[src/rtl/rf_pkg.sv]
// Shared types for the refresh-interval feature sampler and its divider.
package rf_pkg;
  localparam logic [7:0] T_REFI_SAFE = 8'd32;

  // Codes match the walker's feature select inputs.
  typedef enum logic [2:0] {
    REQ  = 3'd1,
    LOAD = 3'd2,
    MISS = 3'd3,
    RISK = 3'd4,
    LOC  = 3'd5,
    CONF = 3'd6
  } feat_e;

  typedef enum logic [1:0] {COUNT, DIV, ISSUE, RELEASE} state_e;

  // Order in which the shared divider visits the ratio features.
  function automatic feat_e next_div(input feat_e f);
    case (f)
      LOAD:    return MISS;
      MISS:    return LOC;
      default: return CONF;
    endcase
  endfunction
endpackage

[src/rtl/rf_frac_div.sv]
// Restoring divider: q = min(255, num*256/den), 0 when den==0.
// done pulses 10 cycles after an accepted go; go while busy is ignored.
module rf_frac_div
  import rf_pkg::*;
#(
  parameter int CNT_W = 18
) (
  input  logic             i_clk,
  input  logic             i_rst,
  input  logic             i_go,
  input  logic [CNT_W-1:0] i_num,
  input  logic [CNT_W-1:0] i_den,
  output logic [7:0]       o_q,
  output logic             o_done
);
  logic [CNT_W:0]   r_rem;
  logic [CNT_W-1:0] r_den;
  logic [8:0]       r_quo;
  logic [3:0]       r_cnt;
  logic             r_busy;
  logic             w_ge;
  logic [CNT_W:0]   w_rem_nxt;

  assign w_ge      = r_rem >= {1'b0, r_den};
  assign w_rem_nxt = w_ge ? (r_rem - {1'b0, r_den}) : r_rem;

  // First iteration yields quotient bit 8 (num >= den), which alone forces saturation.
  always_ff @(posedge i_clk) begin
    if (i_rst) begin
      r_rem  <= '0;
      r_den  <= '0;
      r_quo  <= '0;
      r_cnt  <= '0;
      r_busy <= 1'b0;
      o_q    <= '0;
      o_done <= 1'b0;
    end else begin
      o_done <= 1'b0;
      if (!r_busy) begin
        if (i_go) begin
          r_rem  <= {1'b0, i_num};
          r_den  <= i_den;
          r_quo  <= '0;
          r_cnt  <= 4'd10;
          r_busy <= 1'b1;
        end
      end else if (r_cnt > 4'd1) begin
        r_quo <= {r_quo[7:0], w_ge};
        r_rem <= {w_rem_nxt[CNT_W-1:0], 1'b0};
        r_cnt <= r_cnt - 4'd1;
      end else begin
        o_q    <= (r_den == '0) ? 8'd0 : (r_quo[8] ? 8'hFF : r_quo[7:0]);
        o_done <= 1'b1;
        r_busy <= 1'b0;
      end
    end
  end
endmodule

[src/rtl/rf_feature_sampler.sv]
// Windowed event counters -> six 8-bit features -> walker handshake -> t_REFI republish.
// Conversion ~44 cycles after window end; windows closing while busy are dropped and flag overrun.
module rf_feature_sampler
  import rf_pkg::*;
#(
  parameter int WIN_LOG2 = 16,
  parameter int CNT_W    = WIN_LOG2 + 2
) (
  input  logic       i_clk,
  input  logic       i_rst,
  input  logic       i_enable,
  input  logic       i_ev_req,
  input  logic       i_ev_llc_access,
  input  logic       i_ev_llc_miss,
  input  logic       i_ev_rb_hit,
  input  logic       i_ev_rb_miss,
  input  logic       i_ev_rb_conflict,
  input  logic       i_q_high,
  output logic [7:0] o_req_per_cycle,
  output logic [7:0] o_conflict_load,
  output logic [7:0] o_llc_miss,
  output logic [7:0] o_traffic_risk,
  output logic [7:0] o_rb_locality,
  output logic [7:0] o_rb_conflict,
  output logic       o_walker_start,
  input  logic       i_walker_done,
  input  logic [7:0] i_walker_t_refi,
  output logic [7:0] o_t_refi_out,
  output logic       o_t_refi_valid,
  output logic       o_busy,
  output logic       o_overrun
);
  localparam int I_REQ = 0, I_ACC = 1, I_MISS = 2, I_HIT = 3, I_RBM = 4, I_CONF = 5, I_QH = 6;

  state_e                  r_state;
  feat_e                   r_sel;
  logic                    r_go;
  logic [WIN_LOG2-1:0]     r_win;
  logic [6:0][CNT_W-1:0]   r_cnt;
  logic [5:0][CNT_W-1:0]   r_snap;
  logic [6:0][CNT_W-1:0]   w_cnt_inc;
  logic [6:0]              w_ev;
  logic                    w_win_end;
  logic [CNT_W-1:0]        w_rb;
  logic [CNT_W-1:0]        w_num;
  logic [CNT_W-1:0]        w_den;
  logic [7:0]              w_q;
  logic                    w_div_done;

  function automatic logic [7:0] sat8(input logic [CNT_W-1:0] v);
    return (v > CNT_W'(255)) ? 8'hFF : v[7:0];
  endfunction

  assign w_ev = {i_q_high, i_ev_rb_conflict, i_ev_rb_miss, i_ev_rb_hit,
                 i_ev_llc_miss, i_ev_llc_access, i_ev_req};
  assign w_win_end = i_enable && (&r_win);
  // Each term is bounded by the window length, so the sum fits CNT_W.
  assign w_rb   = r_snap[I_HIT] + r_snap[I_RBM] + r_snap[I_CONF];
  assign o_busy = (r_state != COUNT);

  always_comb begin
    w_cnt_inc = '0;
    for (int k = 0; k < 7; k++)
      w_cnt_inc[k] = (&r_cnt[k]) ? r_cnt[k] : r_cnt[k] + CNT_W'(w_ev[k]);
  end

  always_comb begin
    w_num = '0;
    w_den = '0;
    case (r_sel)
      LOAD:    begin w_num = r_snap[I_CONF]; w_den = r_snap[I_REQ]; end
      MISS:    begin w_num = r_snap[I_MISS]; w_den = r_snap[I_ACC]; end
      LOC:     begin w_num = r_snap[I_HIT];  w_den = w_rb;          end
      default: begin w_num = r_snap[I_CONF]; w_den = w_rb;          end
    endcase
  end

  rf_frac_div #(.CNT_W(CNT_W)) u_div (
    .i_clk  (i_clk),
    .i_rst  (i_rst),
    .i_go   (r_go),
    .i_num  (w_num),
    .i_den  (w_den),
    .o_q    (w_q),
    .o_done (w_div_done)
  );

  always_ff @(posedge i_clk) begin
    if (i_rst) begin
      r_state         <= COUNT;
      r_sel           <= LOAD;
      r_go            <= 1'b0;
      r_win           <= '0;
      r_cnt           <= '0;
      r_snap          <= '0;
      o_req_per_cycle <= '0;
      o_conflict_load <= '0;
      o_llc_miss      <= '0;
      o_traffic_risk  <= '0;
      o_rb_locality   <= '0;
      o_rb_conflict   <= '0;
      o_walker_start  <= 1'b0;
      o_t_refi_out    <= T_REFI_SAFE;
      o_t_refi_valid  <= 1'b0;
      o_overrun       <= 1'b0;
    end else begin
      o_t_refi_valid <= 1'b0;
      r_go           <= 1'b0;
      if (i_enable) begin
        r_win <= r_win + WIN_LOG2'(1);
        r_cnt <= w_win_end ? '0 : w_cnt_inc;
      end
      if (w_win_end) begin
        if (r_state == COUNT) begin
          r_snap          <= w_cnt_inc[5:0];
          o_req_per_cycle <= sat8(w_cnt_inc[I_REQ] >> (WIN_LOG2 - 8));
          o_traffic_risk  <= sat8(w_cnt_inc[I_QH] >> (WIN_LOG2 - 8));
          r_sel           <= LOAD;
          r_go            <= 1'b1;
          r_state         <= DIV;
        end else begin
          o_overrun <= 1'b1;
        end
      end
      case (r_state)
        DIV: if (w_div_done) begin
          case (r_sel)
            LOAD:    o_conflict_load <= w_q;
            MISS:    o_llc_miss      <= w_q;
            LOC:     o_rb_locality   <= w_q;
            default: o_rb_conflict   <= w_q;
          endcase
          if (r_sel == CONF) begin
            o_walker_start <= 1'b1;
            r_state        <= ISSUE;
          end else begin
            r_sel <= next_div(r_sel);
            r_go  <= 1'b1;
          end
        end
        ISSUE: if (i_walker_done) begin
          o_t_refi_out   <= i_walker_t_refi;
          o_t_refi_valid <= 1'b1;
          o_walker_start <= 1'b0;
          r_state        <= RELEASE;
        end
        RELEASE: if (!i_walker_done) r_state <= COUNT;
        default: ;
      endcase
    end
  end
endmodule

[config.mk]
export PLATFORM = sky130hd
export DESIGN_NAME = rf_feature_sampler
export DESIGN_NICKNAME = d
export VERILOG_FILES = /design/src/rtl/rf_pkg.sv /design/src/rtl/rf_frac_div.sv /design/src/rtl/rf_feature_sampler.sv
export SDC_FILE = /design/constraint.sdc
export NUM_CORES = 1
export LEC_CHECK = 0
export BUFFER_PORTS_ARGS = -buffer_cell sky130_fd_sc_hd__buf_2
export CORE_ASPECT_RATIO = 1.5
export CORE_UTILIZATION = 67
export DETAILED_ROUTE_END_ITERATION = 16
export PLACE_DENSITY_LB_ADDON = 0.05
export SYNTH_ARGS = -nofsm -noshare
export SYNTH_HDL_FRONTEND = slang
export SYNTH_SLANG_ARGS = --single-unit
[constraint.sdc]
create_clock -name i_clk -period 9 [get_ports i_clk]
set_clock_uncertainty 0.05 [all_clocks]
set_input_delay 0.9 -clock i_clk [delete_from_list [all_inputs] [get_ports i_clk]]
set_output_delay 0.9 -clock i_clk [all_outputs]
set_load 0.005 [all_outputs]
# Word level (Yosys, flattened, before mapping)
# Index checks and enable logic that the tools add are counted.
op_classes:
  bitwise: 5
  n_reduce_logical: 29
  n_lt_le_gt_ge: 4
  n_addsub: 12
  muxes: 51
  n_eq_ne: 12
op_table:
  columns: ["op", "count"]
  rows:
  - ["18-bit 2-to-1 mux", 8]
  - ["18-bit by 1-bit adder with 18-bit output", 7]
  - ["126-bit 2-to-1 mux", 1]
  - ["18-bit AND reduction", 7]
  - ["18-bit one-hot mux with 2 select lines", 2]
  - ["19-bit 2-to-1 mux", 3]
  - ["18-bit adder", 2]
  - ["8-bit 2-to-1 mux", 4]
  - ["9-bit 2-to-1 mux", 3]
  - ["10-bit by 8-bit greater-than comparator with 1-bit output (second input constant)", 2]
  - ["19-bit by 18-bit greater-or-equal comparator with 1-bit output", 1]
  - ["18-bit zero test", 1]
  - ["18-bit subtractor", 1]
  - ["16-bit by 1-bit adder with 16-bit output (second input constant)", 1]
  - ["16-bit AND reduction", 1]
  - ["3-bit 2-to-1 mux", 5]
  - ["2-bit AND reduction", 7]
  - ["1-bit 2-to-1 mux", 13]
  - ["2-bit 2-to-1 mux", 6]
  - ["4-bit 2-to-1 mux", 3]
  - ["3-bit AND reduction", 4]
  - ["2-bit != test (second input constant)", 4]
  - ["3-bit by 2-bit equality test with 1-bit output (second input constant)", 2]
  - ["3-bit equality test (second input constant)", 2]
  - ["other kinds (15)", 23]
totals:
  out_inout_bits: 60
  reg_bits: 375
  input_bits: 19
  word_cells: 148

# Depth between registers and ports, before layout
depth:
  depth_word: 6
  depth_mapped: 14
  ltp_nobuf: 14

# By module
# A second synthesis with hierarchy kept.
unflattened:
  hier_cells: 2423
  hier_area_um2: 19872.8
by_module_without_submodules:
  columns: ["mod", "area_per_inst_um2", "seq_area_each_um2", "instances", "cells_per_inst"]
  rows:
  - ["rf_feature_sampler", 16403.2, 6306.0, 1, 1985]
  - ["rf_frac_div", 3469.6, 1201.2, 1, 438]

# Worst setup path after synthesis
# No wires, ideal clock.
synth_path:
  path_type: "register -> register"
  start: "register r_snap[55] (netlist bit)"
  end: "register u_div.r_den[17]"
  arrival_ps: 2867
  setup_slack_ps: 5968
  path_buffers: 0
  stages_incl_launch_ff: 13
  required_ps: 8835
  setup_ps: 115
  cell_sequence: "dfxtp_1 fa_1 ha_1 inv_1 fa_1 nor2b_1 o31a_1 o41ai_2 o21ai_1 a21oi_1 o31ai_1 mux2i_1 a21bo_2"
synth_via:
  elab_chain_cells: 3
synth_lines:
  columns: ["element", "line_no", "source"]
  rows:
  - ["start: declaration", "rf_feature_sampler.sv:40", "logic [5:0][CNT_W-1:0] r_snap;"]
  - ["start signal: assignment", "rf_feature_sampler.sv:115", "r_snap <= w_cnt_inc[5:0];"]
  - ["18-bit adder (2 in series)", "rf_feature_sampler.sv:58", "assign w_rb = r_snap[I_HIT] + r_snap[I_RBM] + r_snap[I_CONF];"]
  - ["18-bit one-hot mux with 2 select lines", "rf_feature_sampler.sv:70", "case (r_sel)"]
  - ["end signal: assignment", "rf_frac_div.sv:42", "r_den <= i_den;"]
  - ["end: declaration", "rf_frac_div.sv:17", "logic [CNT_W-1:0] r_den;"]
# Every way passes these cells.
# A chain may end at the register's enable or synchronous reset.

# Worst setup path after layout
layout_path:
  start: "input port i_enable"
  end: "register r_snap[77] (netlist bit)"
layout_via:
  elab_chain_cells: 2
layout_lines:
  columns: ["element", "line_no", "source"]
  rows:
  - ["start: declaration", "rf_feature_sampler.sv:11", "input logic i_enable,"]
  - ["1-bit logical AND", "rf_feature_sampler.sv:56", "assign w_win_end = i_enable && (&r_win);"]
  - ["2-bit AND reduction (no source line)", null, null]
# Every way passes these cells.

==> flow_summary.ini <==
[worst_setup_path]
reg2reg_setup_slack_ps = 5460
path_class = in -> reg
r2r_start = r_snap[54]$_SDFFE_PP0P_
reg2reg_to = u_div.r_den[17]$_SDFFE_PP0P_
endpoint = r_snap[77]$_SDFFE_PP0P_
cp_max_fo = 175
arrival_ps = 4030
ff2ff_path_depth = 14
startpoint_type = primary input
worstPathRequired_ps = 9320
startpoint = i_enable
crit_path_end_kind = register

[synth]
ys_warn_count = 0
synthCells = 2365
ys_ff_latch = 375
synth_cell_type_count = 78
syn-mean-instance-area_um2 = 8.075
syn_area_um2 = 19100
synth_edf_count = 0
synthDominantCellAreaShare = 0.3931
ys.flop_type = dfxtp_1
ys_seq_area_frac = 0.3931
synth_area_leaders = dfxtp_1, nor2_1, a21oi_1
syn_nets = 2455
async_flop_share = 0
synth_top_area_cell = dfxtp_1

[cts]
cts-hold-fix-buffers = 0
cts_max_level = 2
ctsResizeCount = 0
cts_tree = done
clkLatencyLatePin_ps = 540
cts.sinks = 375
cts.path.max_buffers = 3
cts_root_buf = clkbuf_16
cts_setup_buffers = 0
cts.clk_slew.worst_paths_ps = 60
numCtsBuffers = 37

[drt]
firstDrtPassIters = 6
wl_um = 51830
wire_per_inst_um = 19.03
vias = 17400
postRouteAntennaNets = 0
drc = 0
drt-initial-drc-count = 1408
viasPerCell = 6.386

[cells_and_area]
diodes = 0
finalNetCount = 2440
syn2layout_area_growth_pct = 8.459
drive_gt1_frac = 0.08621

[floorplanning]
start_util = 0.6829
die_w_um = 139.8
rows = 75
die_area_um2 = 29200
ios = 79
core_um2 = 27960
die-height_um = 208.8

[placement]
hpwl_um = 35730
place.gp.congestion = 0.9067
port_buffers = 78
dpl_worst_slack_ps = 4785

[sta]
timing.fmax_ghz = 0.2693
rsz0062_at_grt = false
finalWorstPathRequiredPeriod_ps = 3713
finalCritPeriodShare = 0.4126
worst_slack_ps = 5287
slew_violations = 0
fin_tns_setup_ps = 0
finalHoldViolations = 0
slew_headroom = 0.2041
tightest_slew_ps = 1191
finalSetupViolCount = 0

[global_routing]
grt_overflow_total = 0
antenna_found_initial = 0
grt_first_pass_wirelength_um = 83640
grt.total_usage = 0.3540
first_global_vias = 16470
grt_max_degree = 176

[status]
outcome = completed

[run]
max-cap-violations = 0

[hold_path]
min_path_type = reg -> reg

[power_and_ir_drop]
powerDensity_nw_per_um2 = 161.2
leakagePower_uw = 0.007437
vdd_drop_max_mv = 0.1419
## worst min-delay path by stage
stage | cells after the start | to | slack [ps] | startpoint
floorplan | 2 | u_div.r_rem[18]$_SDFFE_PP0P_ | 380 | u_div.r_rem[18]$_SDFFE_PP0P_
global placement | 2 | o_rb_locality[4]$_SDFFE_PP0P_ | 390 | o_rb_locality[4]$_SDFFE_PP0P_
detailed placement | 2 | o_rb_locality[4]$_SDFFE_PP0P_ | 390 | o_rb_locality[4]$_SDFFE_PP0P_
CTS | 2 | o_rb_locality[4]$_SDFFE_PP0P_ | 400 | o_rb_locality[4]$_SDFFE_PP0P_
global route | 2 | o_rb_locality[0]$_SDFFE_PP0P_ | 420 | o_rb_locality[0]$_SDFFE_PP0P_
finish | 2 | o_rb_locality[4]$_SDFFE_PP0P_ | 400 | o_rb_locality[4]$_SDFFE_PP0P_
## routing by layer
metal  routed length (um)  global-route usage
met5                    0                   0
met4                 2445              0.1751
met3                 2990             0.04400
met2                25430              0.6131
met1                20970              0.4324
## logic make-up (layout without fill, tap and decap cells)
group           Yosys count  count (layout)  synth area share
mux                      22              22           0.01186
fa+ha+maj                71              71           0.05399
flops                   375             375            0.3931
compound gates          664             664            0.2193
xor+xnor                119             119           0.05458
buf+inv                 203             216           0.04370
simple gates            911             911            0.2235
## worst max-delay path, stage by stage
cell and delay, ps:
buf_2 80, buf_4 610, nand4_2 310, nor3_4 360, nand4_2 130, buf_4 300
nor2_4 280, buf_12 500, o21ai_0 180, a21oi_1 160, nor3_1 60
## area by class of cell
| cell class | instances | area (um^2) |
|---|---|---|
| Tap cell | 346 | 432.9 |
| Fill cell | 2212 | 7252 |
| Multi-Input combinational cell | 1787 | 10780 |
| Sequential cell | 375 | 7507 |
| Clock buffer | 57 | 1134 |
| Timing Repair Buffer | 98 | 563.0 |
| Clock inverter | 10 | 106.4 |
| Inverter | 51 | 191.4 |
## synthesized netlist by cell type (9+ instances only)
cell and n:
buf_1 10, dfxtp_1 375, a21o_1 19, clkbuf_1 101, nor2_1 332, and4_1 9
inv_1 50, o21a_1 9, xor2_1 58, o21ai_0 123, nor3_1 80, and3_1 28
nand2b_1 11, fa_1 19, o22ai_1 9, a21oi_1 224, a22o_1 10, a31oi_1 21
ha_1 52, mux2i_1 17, xnor2_1 61, and2_1 9, a211oi_1 104, a22oi_1 22
nor4_1 16, nand2_1 253, buf_2 36, nand3_1 69, nand4_1 25, o31ai_1 21
or3_1 12, o211ai_1 25, nor2b_1 12, a221oi_1 33
## cell usage in the layout (no fill, tap or decap), drive strengths merged, types with 7 or more instances in the layout
cell,count
nor2,337
a21oi,224
ha,52
or3,13
a211o,8
nor4,21
mux2i,17
o22ai,9
a211oi,107
nor3b,7
xnor2,61
or2,7
a22oi,22
a31oi,21
dfxtp,375
clkinv,7
a21o,19
nor2b,12
nand4,27
and2,10
nand2b,11
o21a,9
xor2,58
and4,12
buf,98
a22o,10
fa,19
a221oi,33
o21ai,131
nand3,72
and3,32
nand2,253
o211ai,25
inv,51
nor3,82
clkbuf,57
o31ai,21
## state kept, by name, summed over array words and instances, names as in the netlist, 9 cells and up
| name | flops |
|---|---|
| r_win | 16 |
| r_cnt | 126 |
| u_div.r_rem | 19 |
| r_snap | 108 |
| u_div.r_quo | 9 |
| u_div.r_den | 18 |
## power breakdown
part           total [uW]  switching [uW]  internal (uW)
clock network        1580             654            927
registers            1670            5.35           1660
logic                87.6            65.8           21.8
## stage by stage
| stage | area, um^2 | instances | utilization | hold slack, ps | total power (uW) |
|---|---|---|---|---|---|
| 2_1_floorplan | 19100 | 2365 | - | 375.7 | 1766 |
| 3_3_place_gp | 19470 | 2657 | 0.6963 | 387.8 | 1791 |
| 3_5_place_dp | 19470 | 2657 | 0.6963 | 394.4 | 1793 |
| 4_1_cts | 20710 | 2724 | 0.7407 | 402.8 | 3351 |
| 5_1_grt | 20710 | 2724 | 0.7407 | 423.5 | 3421 |
| 6_report | 20710 | 2724 | 0.7407 | 401.6 | 3339 |
(Power assumes the default switching activity.)
